==> src/rtl/mem_port_arbiter.sv <==
`default_nettype none
// ============================================================================
// mem_port_arbiter: EX > LS > IF fixed-priority arbiter for a single-ported
// memory with fixed read latency and one-cycle ack.        Rev 1.0
// ============================================================================
module mem_port_arbiter #(
  parameter int ADDR_W   = 32,
  parameter int DATA_W   = 32,
  parameter int READ_LAT = 2
) (
  input  logic              clk,
  input  logic              reset,
  input  logic              if_req,
  input  logic [ADDR_W-1:0] if_addr,
  output logic              if_ack,
  input  logic              ls_req,
  input  logic              ls_we,
  input  logic [ADDR_W-1:0] ls_addr,
  input  logic [DATA_W-1:0] ls_wdata,
  output logic              ls_ack,
  input  logic              ex_req,
  input  logic [ADDR_W-1:0] ex_addr,
  output logic              ex_ack,
  output logic [DATA_W-1:0] rdata,
  output logic [ADDR_W-1:0] mem_addr,
  output logic              mem_wr,
  output logic [DATA_W-1:0] mem_wdata,
  input  logic [DATA_W-1:0] mem_rdata,
  output logic              busy,
  output logic [1:0]        grant
);

  localparam int               CNT_W    = $clog2(READ_LAT + 1);
  localparam logic [CNT_W-1:0] CNT_LAST = CNT_W'(READ_LAT - 1);
  localparam logic [CNT_W-1:0] CNT_ONE  = CNT_W'(1);

  localparam logic [1:0] GNT_NONE = 2'b00;
  localparam logic [1:0] GNT_IF   = 2'b01;
  localparam logic [1:0] GNT_LS   = 2'b10;
  localparam logic [1:0] GNT_EX   = 2'b11;

  typedef enum logic [1:0] {
    IDLE = 2'd0,
    BUSY = 2'd1,
    DONE = 2'd2
  } state_t;

  state_t            state_q,     state_d;
  logic [CNT_W-1:0]  cnt_q,       cnt_d;
  logic [ADDR_W-1:0] mem_addr_q,  mem_addr_d;
  logic              mem_wr_q,    mem_wr_d;
  logic [DATA_W-1:0] mem_wdata_q, mem_wdata_d;
  logic [DATA_W-1:0] rdata_q,     rdata_d;
  logic              wr_q,        wr_d;
  logic [1:0]        grant_q,     grant_d;
  logic              busy_q,      busy_d;
  logic              if_ack_q,    if_ack_d;
  logic              ls_ack_q,    ls_ack_d;
  logic              ex_ack_q,    ex_ack_d;

  always_comb begin
    state_d     = state_q;
    cnt_d       = cnt_q;
    mem_addr_d  = mem_addr_q;
    mem_wr_d    = 1'b0;
    mem_wdata_d = mem_wdata_q;
    rdata_d     = rdata_q;
    wr_d        = wr_q;
    grant_d     = grant_q;
    busy_d      = busy_q;
    if_ack_d    = 1'b0;
    ls_ack_d    = 1'b0;
    ex_ack_d    = 1'b0;

    case (state_q)
      IDLE: begin
        if (ex_req || ls_req || if_req) begin
          state_d = BUSY;
          cnt_d   = '0;
          busy_d  = 1'b1;
          wr_d    = 1'b0;
          if (ex_req) begin
            grant_d    = GNT_EX;
            mem_addr_d = ex_addr;
          end else if (ls_req) begin
            grant_d     = GNT_LS;
            mem_addr_d  = ls_addr;
            mem_wdata_d = ls_wdata;
            mem_wr_d    = ls_we;
            wr_d        = ls_we;
          end else begin
            grant_d    = GNT_IF;
            mem_addr_d = if_addr;
          end
        end
      end
      BUSY: begin
        cnt_d = cnt_q + CNT_ONE;
        if (cnt_q == CNT_LAST) begin
          // Writes leave the last read data visible on rdata.
          if (!wr_q) begin
            rdata_d = mem_rdata;
          end
          if_ack_d = (grant_q == GNT_IF);
          ls_ack_d = (grant_q == GNT_LS);
          ex_ack_d = (grant_q == GNT_EX);
          state_d  = DONE;
        end
      end
      DONE: begin
        grant_d = GNT_NONE;
        busy_d  = 1'b0;
        state_d = IDLE;
      end
      default: begin
        state_d = IDLE;
      end
    endcase
  end

  always_ff @(posedge clk or posedge reset) begin
    if (reset) begin
      state_q     <= IDLE;
      cnt_q       <= '0;
      mem_addr_q  <= '0;
      mem_wr_q    <= 1'b0;
      mem_wdata_q <= '0;
      rdata_q     <= '0;
      wr_q        <= 1'b0;
      grant_q     <= GNT_NONE;
      busy_q      <= 1'b0;
      if_ack_q    <= 1'b0;
      ls_ack_q    <= 1'b0;
      ex_ack_q    <= 1'b0;
    end else begin
      state_q     <= state_d;
      cnt_q       <= cnt_d;
      mem_addr_q  <= mem_addr_d;
      mem_wr_q    <= mem_wr_d;
      mem_wdata_q <= mem_wdata_d;
      rdata_q     <= rdata_d;
      wr_q        <= wr_d;
      grant_q     <= grant_d;
      busy_q      <= busy_d;
      if_ack_q    <= if_ack_d;
      ls_ack_q    <= ls_ack_d;
      ex_ack_q    <= ex_ack_d;
    end
  end

  assign if_ack    = if_ack_q;
  assign ls_ack    = ls_ack_q;
  assign ex_ack    = ex_ack_q;
  assign rdata     = rdata_q;
  assign mem_addr  = mem_addr_q;
  assign mem_wr    = mem_wr_q;
  assign mem_wdata = mem_wdata_q;
  assign busy      = busy_q;
  assign grant     = grant_q;

endmodule
`default_nettype wire
==> config.mk <==
export PLATFORM = sky130hd
export DESIGN_NAME = mem_port_arbiter
export DESIGN_NICKNAME = d
export VERILOG_FILES = /design/src/rtl/mem_port_arbiter.sv
export SDC_FILE = /design/constraint.sdc
export NUM_CORES = 1
export LEC_CHECK = 0
export CAP_MARGIN = 30
export CORE_UTILIZATION = 42
export DETAILED_ROUTE_END_ITERATION = 6
export GPL_TIMING_DRIVEN = 0
export PLACE_DENSITY = 0.87
export SYNTH_ARGS = -nofsm -noshare
export SYNTH_HDL_FRONTEND = slang
export SYNTH_SLANG_ARGS = --single-unit
==> constraint.sdc <==
create_clock -name clk -period 5.2 [get_ports clk]
set_input_delay 0.52 -clock clk [delete_from_list [all_inputs] [get_ports clk]]
set_output_delay 0.52 -clock clk [all_outputs]
set_load 0.03 [all_outputs]
### Word-level counts from Yosys, hierarchy flattened

Index checks and enable logic that the tools add are counted.

| storage, ports and cells | value |
|---|---|
| register bits | 108 |
| input bits | 166 |
| output and inout bits | 103 |
| logic and storage cells | 57 |

| cells by class | value |
|---|---|
| add/subtract/negate cells | 1 |
| equal/unequal tests | 8 |
| mux-type cells | 23 |
| bitwise operators | 2 |
| reduce and logical (&&, ||, !) cells | 11 |

Operators with widths:

| kind | count |
|---|---|
| $mux 32 | 2 |
| $mux 2 | 6 |
| $pmux 2 s2 | 3 |
| $mux 1 | 11 |
| $reduce_and 2->1 | 4 |
| $eq 2x1->1 const B | 3 |
| $eq 2x2->1 const B | 3 |
| $ne 2x2->1 const B | 2 |
| $reduce_and 4->1 | 1 |
| $reduce_bool 2->1 | 2 |
| $reduce_and 3->1 | 1 |
| $add 2x1->2 const B | 1 |
| $logic_not 2->1 | 1 |
| $logic_or 1x1->1 | 2 |
| $not 1->1 | 2 |
| $pmux 1 s2 | 1 |

### Depth between registers and ports, before layout

| depth | value |
|---|---|
| depth in word-level cells | 4 |
| mapped depth | 6 |
| depth with buffers taken out | 5 |

### Worst setup path before layout

Ideal clock, no wire load.

| path | value |
|---|---|
| path type | register -> register |
| from | register state_q[0] |
| to | register mem_wdata_q[17], in the netlist mem_wdata[17] |
| library setup time | 0.125 ns |
| data arrival time | 1.613 ns |
| data required time | 5.075 ns |
| setup slack | 3.462 ns |
| stages on the path, launching flop included | 6 |
| buffers on the path | 2 |
| period minus slack after synthesis | 1.738 ns |
| cells stage by stage | dfrtp_1 > or2_1 > buf_6 > nor3b_4 > buf_6 > mux2_2 |

| on the way | value |
|---|---|
| word-level cells in the longest chain between the ends | 2 |

Ends and longest elaborated chain:

| what | line | text |
|---|---|---|
| start: declaration | 48 | `state_t state_q, state_d;` |
| start signal: assignment | 136 | `state_q <= state_d;` |
| $logic_not 2->1 | 75 | `case (state_q)` |
| $reduce_and 4->1 (no line) | -- |  |
| end signal: assignment | 140 | `mem_wdata_q <= mem_wdata_d;` |
| end: declaration | 52 | `logic [DATA_W-1:0] mem_wdata_q, mem_wdata_d;` |

No other way between the ends.
A chain may end at the register's enable or synchronous reset.

### Worst setup path after layout

| path | value |
|---|---|
| from | register grant_q[1], in the netlist grant[1] |
| to | output port grant[1] |

RTL lines:

| what | line | text |
|---|---|---|
| start: declaration | 55 | `logic [1:0] grant_q, grant_d;` |
| start signal: assignment | 143 | `grant_q <= grant_d;` |
| end: declaration | 30 | `output logic [1:0] grant` |

No word-level cell between the ends.

==> run metrics <==
H-tree depth 3; Seq cells post-synth 108; leakage 3.31 nW; Worst EP required 4.68 ns; period utilisation layout 0.385; via count 3877; Final GP Congestion 0.755; first-pass GRT wire length 20600 um; final hold violations 0; Clk Latency, worst-skew pair between 0.3 and 0.4 ns; drt wl/cell 17.2 um; Cell Rows 38; clk root buf clkbuf_16; PnR Total Power 4.79 mW; initial core utilization 0.437; DPL Wire Length 10600 um; Clock Skews 0.00701 ns; Syn Inst Count 355; category of the worst setup path launch point flip-flop; layout cells sized above 1 0.202; Slew @ Worst Pin ~0.72 ns; Worst path slowest cell clkdlybuf4s50_1; family with the most delay on the worst path buffers and inverters; WHS Endpoint busy$_DFFE_PP0P_; Reg clk slew, reported paths 0.07 ns; worst vdd ir ~0.00042 V; I/O pin cnt 269; Area Overhead vs Synth 66.6%; die height between 100 and 150 um; Hold Path Class reg2reg; Seq/Total Area, Yosys 0.566; crit-path max FO 5; hold path startpoint busy$_DFFE_PP0P_; Filler Cell Count 762; vias in the first global route 4225; synth warn 0; DR pass1 iterations 4; Final #Nets 800; Achievable Freq 0.500 GHz; Core Area 0.0109 mm^2; worst reg2reg startpoint state_q[0]$_DFFE_PP0P_; clock buffer count from CTS 9; postcts setup bufs 0; largest net degree at the start of global routing 62; max_cap viols 0; die area 0.0118 mm^2; Total GRT Usage 0.231; syn nets 522; Netlist Area Pre-Place 0.00478 mm^2; initial antenna violation count 0; CP peak stage delay 0.71 ns; RSZ-0062 raised after global routing no; Hold Path Stages 2; Yosys cell types 28; setup TNS 0 ns; n_diodes 0; DRT iter0 DRCs 96; overall routed net length between 10000 and 15000 um; Die Wd 109 um; Worst Reg-to-Reg Cells 5; grt total ovfl 0; Via density 4.98; worst reg2reg endpoint mem_wdata[15]$_DFFE_PP0P_; Max Buffers Root-to-Sink 2; max-slew violation count 0; Power per Cell Area 602 mW/mm^2; post-cts sizing count 0; crit end category output port; crit-path cells clkdlybuf4s50_1; Critical Setup Path Class reg2out; post-route minimum period 2.00 ns; CTS tree built; Max-slew headroom 0.519; r2r setup slk 3.24 ns; drt drc 0; syn avg cell area 13.5 um^2; PortBufs 266; status completed; Hold-fix buffers, CTS 0; Setup Viol. Count Final 0; Bufs and invs on worst path 1; clk sink count approximately 110; Critical Path AT 1.48 ns; Routed Antenna Nets 0
[through the flow]
step / hold slack (ns) / setup WS [ns] / cell area, um^2 / util / cells
finish: 0.487 / 3.20 / 7960 / 0.727 / 778
global route: 0.511 / 3.13 / 7960 / 0.727 / 778
detailed placement: 0.479 / 2.89 / 7640 / 0.699 / 762
floorplan: 0.466 / 1.83 / 4780 / - / 355
CTS: 0.497 / 3.15 / 7960 / 0.727 / 778
global placement: 0.466 / 0.540 / 7610 / 0.696 / 761
[report_power, final]
group	internal, mW	total, mW	switching (mW)
registers	1.26	1.49	0.227
logic	1.19	2.60	1.41
clock network	0.401	0.697	0.297
[cell families after synthesis]
group / count (synthesis) / share of synthesized area
AOI/OAI and AO/OA: 73 / 0.0783
adders and majority gates: 1 / 0.00262
buffers and inverters: 28 / 0.0307
DFF: 108 / 0.566
muxes: 128 / 0.299
and+or+nand+nor: 17 / 0.0236
[routing by layer]
| metal | wire, um | GRT usage | up-vias |
|---|---|---|---|
| met5 | 0 | 0 | - |
| met4 | 229 | 0.0792 | 0 |
| met3 | 1160 | 0.0658 | 19 |
| met2 | 7140 | 0.439 | 198 |
| met1 | 4840 | 0.241 | 1837 |
| li1 | - | - | 1823 |
[synth_stat cells]
master | n | area (um^2)
clkbuf_1 | 11 | 41.3
inv_1 | 3 | 11.3
nand3b_1 | 1 | 7.51
ha_1 | 1 | 12.5
nand2b_1 | 1 | 6.26
buf_6 | 4 | 45.0
mux2_4 | 7 | 105
a22o_1 | 1 | 8.76
mux2_2 | 88 | 991
o211ai_1 | 2 | 15.0
or2_2 | 1 | 6.26
clkbuf_2 | 3 | 15.0
buf_1 | 1 | 3.75
and2_1 | 1 | 6.26
o21ai_0 | 69 | 345
nor3_2 | 1 | 10.0
nor3b_1 | 2 | 15.0
or2_1 | 1 | 6.26
mux2_1 | 1 | 11.3
buf_2 | 6 | 30.0
a21oi_1 | 1 | 5.00
nor3b_4 | 1 | 18.8
nand2_1 | 3 | 11.3
dfrtp_1 | 108 | 2700
and3_1 | 1 | 6.26
nor2_1 | 3 | 11.3
mux2i_1 | 32 | 320
or2b_1 | 1 | 7.51
[worst max path at each step]
stage / from / to / slack, ns / depth (start not counted)
3_5_place_dp: if_req / mem_addr[5]$_DFFE_PP0P_ / 2.89 / 6
2_1_floorplan: reset / busy$_DFFE_PP0P_ / 1.83 / 1
4_1_cts: grant[1]$_DFFE_PP0P_ / grant[1] / 3.15 / 1
6_report: grant[1]$_DFFE_PP0P_ / grant[1] / 3.20 / 1
3_3_place_gp: reset / mem_addr[6]$_DFFE_PP0P_ / 0.54 / 2
5_1_grt: grant[1]$_DFFE_PP0P_ / grant[1] / 3.13 / 1
[placed cells by master, fill, tap and decap left out, types with 2 or more instances in the layout]
master             n
o211ai_1           2
clkbuf_8           2
mux2_4             7
buf_2              6
clkbuf_1          11
dfrtp_1          108
nor3b_1            2
nand2_1            3
buf_6              4
mux2i_1           32
clkdlybuf4s50_1  266
nor2_1             3
o21ai_0           69
clkbuf_16          9
mux2_2            88
clkinvlp_4         2
clkbuf_2           3
inv_1              2
[area by class of cell]
type	instances	area, um^2	share of cell area
Multi-Input combinational cell	219	1930	0.242
Clock buffer	11	253	0.0318
Timing Repair Buffer	267	2690	0.338
Sequential cell	108	2700	0.340
Tap cell	140	175	0.0220
Clock inverter	5	58.8	0.00739
Inverter	3	13.8	0.00173
Buffer	25	135	0.0170
[sequential cells by signal (all words and copies together) (netlist names)]
register / cells
busy: 1
cnt_q: 2
ex_ack: 1
grant: 2
if_ack: 1
ls_ack: 1
mem_addr: 32
mem_wdata: 32
mem_wr: 1
rdata: 32
state_q: 2
wr_q: 1
Note: power is estimated with default switching activity, not from simulation.
